--- src/rtl/fp16_widen_arb.sv ---
// Two-port arbitrated fp16 -> fp32 widening front end. One shared combinational
// converter, a single registered output stage, sticky exception flags and a counter.
module fp16_widen_arb #(
  parameter bit RR        = 1'b1,
  parameter bit QUIET_NAN = 1'b1
) (
  input  logic        clk,
  input  logic        rst_n,
  input  logic        req0_valid,
  input  logic [15:0] req0_data,
  output logic        req0_ready,
  input  logic        req1_valid,
  input  logic [15:0] req1_data,
  output logic        req1_ready,
  output logic        out_valid,
  output logic [31:0] out_data,
  output logic        out_src,
  input  logic        out_ready,
  input  logic        clr_flags,
  output logic        nan_seen,
  output logic        denorm_seen,
  output logic [15:0] conv_count
);

  logic        outValid_q, outValid_d;
  logic [31:0] outData_q, outData_d;
  logic        outSrc_q, outSrc_d;
  logic        last_q, last_d;
  logic [15:0] count_q, count_d;
  logic        nanSeen_q, nanSeen_d;
  logic        denSeen_q, denSeen_d;

  logic        space;
  logic        win0, win1;
  logic        xfer0, xfer1, xfer;
  logic        selSrc;
  logic [15:0] selData;

  logic        s;
  logic [4:0]  e;
  logic [9:0]  f;
  logic [3:0]  lead;
  logic [32:0] shifted;
  logic [31:0] convData;
  logic        convNan, convDenorm;

  // Each ready looks only at the other port's valid, so a requester never
  // sees its own valid feed back into its ready.
  assign space      = !outValid_q | out_ready;
  assign win0       = RR ? last_q : 1'b1;
  assign win1       = RR ? !last_q : 1'b0;
  assign req0_ready = space & (!req1_valid | win0);
  assign req1_ready = space & (!req0_valid | win1);

  assign xfer0   = req0_valid & req0_ready;
  assign xfer1   = req1_valid & req1_ready;
  assign xfer    = xfer0 | xfer1;
  assign selSrc  = xfer1;
  assign selData = xfer1 ? req1_data : req0_data;

  assign s = selData[15];
  assign e = selData[14:10];
  assign f = selData[9:0];

  always_comb begin
    convData   = '0;
    lead       = '0;
    shifted    = '0;
    convNan    = (e == 5'h1F) && (f != '0);
    convDenorm = (e == 5'h00) && (f != '0);
    for (int i = 0; i < 10; i++) begin
      if (f[i]) lead = 4'(i);
    end
    if (e == 5'h00 && f == '0) begin
      convData = {s, 31'b0};
    end else if (e == 5'h00) begin
      // Shifting the leading one to bit 23 drops it and left-aligns the rest.
      shifted  = {23'b0, f} << (5'd23 - {1'b0, lead});
      convData = {s, 8'd103 + {4'b0, lead}, shifted[22:0]};
    end else if (e == 5'h1F) begin
      convData = {s, 8'hFF, f, 13'b0};
      if (convNan && QUIET_NAN) convData[22] = 1'b1;
    end else begin
      convData = {s, {3'b0, e} + 8'd112, f, 13'b0};
    end
  end

  always_comb begin
    outValid_d = outValid_q;
    outData_d  = outData_q;
    outSrc_d   = outSrc_q;
    last_d     = last_q;
    count_d    = count_q;
    nanSeen_d  = clr_flags ? 1'b0 : nanSeen_q;
    denSeen_d  = clr_flags ? 1'b0 : denSeen_q;
    if (xfer) begin
      outValid_d = 1'b1;
      outData_d  = convData;
      outSrc_d   = selSrc;
      last_d     = selSrc;
      count_d    = count_q + 16'd1;
      // A flag-setting transfer beats a simultaneous clear.
      if (convNan)    nanSeen_d = 1'b1;
      if (convDenorm) denSeen_d = 1'b1;
    end else if (out_ready) begin
      outValid_d = 1'b0;
    end
  end

  always_ff @(posedge clk or negedge rst_n) begin
    if (!rst_n) begin
      outValid_q <= 1'b0;
      outData_q  <= '0;
      outSrc_q   <= 1'b0;
      last_q     <= 1'b1;
      count_q    <= '0;
      nanSeen_q  <= 1'b0;
      denSeen_q  <= 1'b0;
    end else begin
      outValid_q <= outValid_d;
      outData_q  <= outData_d;
      outSrc_q   <= outSrc_d;
      last_q     <= last_d;
      count_q    <= count_d;
      nanSeen_q  <= nanSeen_d;
      denSeen_q  <= denSeen_d;
    end
  end

  assign out_valid   = outValid_q;
  assign out_data    = outData_q;
  assign out_src     = outSrc_q;
  assign conv_count  = count_q;
  assign nan_seen    = nanSeen_q;
  assign denorm_seen = denSeen_q;

endmodule

--- config.mk ---
export PLATFORM = sky130hd
export DESIGN_NAME = fp16_widen_arb
export DESIGN_NICKNAME = d
export VERILOG_FILES = /design/src/rtl/fp16_widen_arb.sv
export SDC_FILE = /design/constraint.sdc
export NUM_CORES = 1
export LEC_CHECK = 0
export BUFFER_PORTS_ARGS = -buffer_cell sky130_fd_sc_hd__buf_2
export CELL_PAD_IN_SITES_DETAIL_PLACEMENT = 1
export CELL_PAD_IN_SITES_GLOBAL_PLACEMENT = 2
export CORE_UTILIZATION = 30
export CTS_CLUSTER_SIZE = 10
export DETAILED_ROUTE_END_ITERATION = 8
export GPL_TIMING_DRIVEN = 0
export PLACE_DENSITY = 0.81
export SLEW_MARGIN = 20
export SYNTH_ARGS = -nofsm -noshare
export SYNTH_HDL_FRONTEND = slang
export SYNTH_SLANG_ARGS = --single-unit
--- constraint.sdc ---
create_clock -name clk -period 2.29 [get_ports clk]
set_input_delay 0 -clock clk [delete_from_list [all_inputs] [get_ports clk]]
set_output_delay 0 -clock clk [all_outputs]
set_load 0.05 [all_outputs]
### Word-level counts from Yosys, hierarchy flattened

Index checks and enable logic that the tools add are counted.

| operators by class | value |
|---|---|
| shifts and indexed selects | 1 |
| add/sub/neg operators | 4 |
| equality and inequality tests | 1 |
| bitwise operators | 8 |
| reduce and logical (&&, ||, !) cells | 11 |
| muxes and demuxes | 22 |

Operators by type and width:

| cell | number |
|---|---|
| 2-to-1 mux 31 bit | 3 |
| 2-to-1 mux 4 bit | 6 |
| << shifter 10 x 5 -> 23 bit | 1 |
| adder 16 x 1 -> 16 bit (second input constant) | 1 |
| 2-to-1 mux 16 bit | 1 |
| zero test 10 bit | 1 |
| 2-to-1 mux 1 bit | 10 |
| nonzero test 10 bit | 1 |
| adder 5 x 7 -> 8 bit (second input constant) | 1 |
| adder 7 x 4 -> 8 bit (first input constant) | 1 |
| equality test 5 bit (second input constant) | 1 |
| zero test 5 bit | 1 |
| subtractor 5 x 4 -> 5 bit (first input constant) | 1 |
| AND 1 bit | 4 |
| zero test 1 bit | 4 |
| 2-to-1 mux 2 bit | 2 |
| OR 1 bit | 4 |
| logical AND 1 bit | 3 |
| nonzero test 2 bit | 1 |

| storage, ports and cells | value |
|---|---|
| logic and storage cells | 54 |
| register bits | 53 |
| output and inout bits | 54 |

### Depth between registers and ports, before layout

| depth | value |
|---|---|
| depth in word-level cells | 18 |
| depth in mapped cells | 11 |
| gate-level depth less buffers | 8 |

### Least setup slack after synthesis

No wires, ideal clock.

| path | value |
|---|---|
| path type | register -> register |
| start | register outValid_q (netlist: out_valid) |
| end | register outData_q[18] (netlist: out_data[18]) |
| library setup time | 129 ps |
| cell stages (with the launch flop) | 10 |
| slack | 27 ps |
| arrival | 2134 ps |
| period minus slack after synthesis | 2263 ps |
| cell sequence | dfrtp_1 nand2b_1 buf_2 and3_1 buf_2 buf_2 mux2i_1 mux2i_1 a221oi_1 a21oi_1 |

| on the way | value |
|---|---|
| cells in the longest elaborated chain, start to end | 18 |

Ends and longest elaborated chain:

| element | line | RTL |
|---|---|---|
| from (decl) | 25 | `logic outValid_q, outValid_d;` |
| from (signal assigned) | 120 | `outValid_q <= outValid_d;` |
| zero test 1 bit * | 49 | `assign space = !outValid_q \| out_ready;` |
| OR 1 bit * | 49 |  |
| AND 1 bit | 53 | `assign req1_ready = space & (!req0_valid \| win1);` |
| AND 1 bit | 56 | `assign xfer1 = req1_valid & req1_ready;` |
| 2-to-1 mux 16 bit | 59 | `assign selData = xfer1 ? req1_data : req0_data;` |
| 2-to-1 mux 1 bit | 72 | `if (f[i]) lead = 4'(i);` |
| 2-to-1 mux 2 bit (2 in a row) | 72 |  |
| 2-to-1 mux 4 bit (6 in a row) | 72 |  |
| subtractor 5 x 4 -> 5 bit | 78 | `shifted = {23'b0, f} << (5'd23 - {1'b0, lead});` |
| << shifter 10 x 5 -> 23 bit | 78 |  |
| 2-to-1 mux 31 bit | 76 | `end else if (e == 5'h00) begin` |
| 2-to-1 mux 31 bit | 74 | `if (e == 5'h00 && f == '0) begin` |
| to (signal assigned) | 121 | `outData_q <= outData_d;` |
| to (decl) | 26 | `logic [31:0] outData_q, outData_d;` |

Every way passes the cells marked *; elsewhere a longest branch is shown, timed or not.
A chain may end at the register's enable or synchronous reset.

### Final worst setup path

| path | value |
|---|---|
| start | register last_q |
| end | register outData_q[17] (netlist: out_data[17]) |

| on the way | value |
|---|---|
| cells in the longest elaborated chain, start to end | 18 |

Ends and longest elaborated chain:

| element | line | RTL |
|---|---|---|
| from (decl) | 28 | `logic last_q, last_d;` |
| from (signal assigned) | 123 | `last_q <= last_d;` |
| zero test 1 bit | 51 | `assign win1 = RR ? !last_q : 1'b0;` |
| OR 1 bit | 53 |  |
| AND 1 bit | 53 |  |
| AND 1 bit | 56 |  |
| 2-to-1 mux 16 bit | 59 |  |
| 2-to-1 mux 1 bit | 72 |  |
| 2-to-1 mux 2 bit (2 in a row) | 72 |  |
| 2-to-1 mux 4 bit (6 in a row) | 72 |  |
| subtractor 5 x 4 -> 5 bit | 78 |  |
| << shifter 10 x 5 -> 23 bit | 78 |  |
| 2-to-1 mux 31 bit | 76 |  |
| 2-to-1 mux 31 bit | 74 |  |

Parallel ways exist; a longest one is shown, timed or not.

==> results.sh <==
export IMPL_ant_nets=0
export IMPL_min_period_ns=2.24
export IMPL_gr_total_overflow=0
export IMPL_fp_dieH_um=101
export IMPL_die_area_mm2=0.0103
export IMPL_core_area_mm2=0.00942
export IMPL_cts_buffers=5
export IMPL_grt_usage=0.196
export IMPL_crit_path_end_kind="flip-flop"
export IMPL_startpoint_type="flip-flop"
export IMPL_netlist_instances=322
export IMPL_port_buffers=90
export IMPL_async_flop_share=1.00
export IMPL_hold_class="input pin to flip-flop"
export IMPL_synth_edf_count=0
export IMPL_maxCapViolations=0
export IMPL_vias=2917
export IMPL_holdWs_ns=0.0777
export IMPL_synth_seq_cells=52
export IMPL_wl_per_cell_um=17.3
export IMPL_syn_nets=362
export IMPL_root_buffer="clkbuf_8"
export IMPL_syn_area_mm2=0.00296
export IMPL_first_pass_iters=4
export IMPL_mostFrequentLayoutCells="91 x buf_2, 51 x dfrtp_1, 34 x nor2_1"
export IMPL_synth_flop_cell="dfrtp_1"
export IMPL_place_gp_congestion=0.916
export IMPL_finalSetupViolations=0
export IMPL_yosysSeqAreaShare=0.440
export IMPL_grt_pass1_vias=2941
export IMPL_grt_max_degree=53
export IMPL_leakage_nw=1.86
export IMPL_first_iter_violations=73
export IMPL_pin_count=92
export IMPL_clock_skew_ns=0.0129
export IMPL_worstPathRequired_ns=2.49
export IMPL_dp_cells=541
export IMPL_vias_per_cell=5.20
export IMPL_cts_sink_count=52
export IMPL_worstPathArrival_ns=2.44
export IMPL_insertedDiodeCount=0
export IMPL_finalWirelength_um=9720
export IMPL_hold_depth=3
export IMPL_fillers=1131
export IMPL_cts_tree="yes"
export IMPL_crit_fanout=10
export IMPL_fin_cells=561
export IMPL_outcome="completed"
export IMPL_area_growth_pct=34.3
export IMPL_die_w_um=101
export IMPL_path_clk_slew_ns=0.11
export IMPL_start_util=0.315
export IMPL_slew_viol_final=0
export IMPL_path_class="flip-flop to flip-flop"
export IMPL_drc=0
export IMPL_finalHoldViolCount=0
export IMPL_syn_area_per_cell_um2=9.20
export IMPL_grt_setup_unrepaired="yes"
export IMPL_tightest_slew_ns=0.782
export IMPL_fmax_mhz=446
export IMPL_r2r_cells=9
export IMPL_ir_drop_mv=0.498
export IMPL_synth_cell_types=53
export IMPL_final_nets=471
export IMPL_cts_buffer_depth=2
export IMPL_hpwl_um=7340
export IMPL_mostFrequentLayoutCell="buf_2"
export IMPL_drive_gt1_frac=0.336
export IMPL_power_per_cell_area_mw_per_mm2=732
export IMPL_maxSlewHeadroom=0.474
export IMPL_grt_first_pass_wirelength_um=15400
export IMPL_yosys_warnings=0
export IMPL_finalCritPeriodShare=0.979
export IMPL_antenna_found_initial=0
export IMPL_rows=35
export IMPL_cts_max_level=2
export IMPL_clock_latency_ns=0.31
-- area by class of cell --
type	instances	area [um2]	share of cell area
multi-input cells	248	1720	0.432
clock inverters	2	38.8	0.00975
repair buffers	102	553	0.139
plain buffers	14	93.8	0.0236
flip-flops and latches	52	1300	0.327
clock buffers	6	82.6	0.0207
well taps	129	161	0.0406
inverters	8	30.0	0.00754
-- power by group --
group | internal [W] | switching [W] | leakage (nW)
clock network | 0.000358 | 0.000319 | 0.0614
registers | 0.00103 | 0.000106 | 0.666
logic | 0.000321 | 0.000779 | 1.13
-- metal layers --
metal	GRT usage	vias up	share of wire
met5	0	-	0
met4	0.0479	0	0.011
met3	0.0276	8	0.046
met1	0.251	1445	0.44
li1	-	1379	-
met2	0.346	85	0.50
-- stage by stage --
stage / worst slack (ns) / power, W / TNS (ns) / utilization / cell area [um2]
CTS: -0.0229 / 0.00289 / -0.0439 / 0.406 / 3820
finish: 0.0477 / 0.00291 / 0 / 0.423 / 3980
global placement: -0.225 / 0.00216 / -0.910 / 0.380 / 3570
floorplan: 0.0275 / 0.00186 / 0 / - / 2960
detailed placement: -0.218 / 0.00217 / -0.955 / 0.380 / 3580
global route: -0.0534 / 0.00307 / -0.0988 / 0.423 / 3980
-- registers in the layout, summed over array words and instances, names as in the netlist --
register	cells
out_data	31
out_src	1
last_q	1
out_valid	1
conv_count	16
nan_seen	1
denorm_seen	1
-- logic make-up (layout without fill, tap and decap cells) --
kind of cell | Yosys count | count (layout) | synth area share
fa+ha+maj | 2 | 2 | 0.00844
flops | 52 | 52 | 0.440
simple gates | 132 | 132 | 0.222
xor+xnor | 16 | 16 | 0.0473
mux | 22 | 22 | 0.0773
buf+inv | 22 | 132 | 0.0321
compound gates | 76 | 76 | 0.174
-- cell usage after synthesis, types with 7 or more instances --
library cell   n  area, um2
nand3_1       12       60.1
dfrtp_1       51       1280
mux2i_1       17        170
a21oi_1       15       75.1
buf_2          7       35.0
o21ai_0       17       85.1
nand2_1       33        124
xnor2_1       11       96.3
inv_1          8       30.0
nor2_1        36        135
nor3_1         8       40.0
and2_1        13       81.3
-- worst max-delay path, stage by stage (launching register included) --
cell and delay [ns]:
dfstp_2 0.59, nand2_4 0.09, and3_1 0.19, buf_4 0.17, buf_8 0.16, mux2i_4 0.20
buf_4 0.14, mux2i_4 0.16, a22oi_1 0.11, o31ai_1 0.31
-- path summary, 6_finish.rpt --
kind | from | to | slack [ns]
max | last_q | out_data[17] | 0.05
min | req1_valid | out_valid | 0.08
max reg2reg | last_q | out_data[17] | 0.05
min reg2reg | out_src | out_src | 0.47
max in group asynchronous | rst_n | out_data[13] | 1.55
min in group asynchronous | rst_n | out_data[10] | 0.27
-- repair_timing --
action	4_1_cts	5_1_grt
resized for setup	19	21
pin swaps	0	3
endpoints found under the setup margin	13	14
hold buffers	5	0
hold endpoints to repair	55	0
setup buffers	0	7
Power figures use the tool's default switching activity.
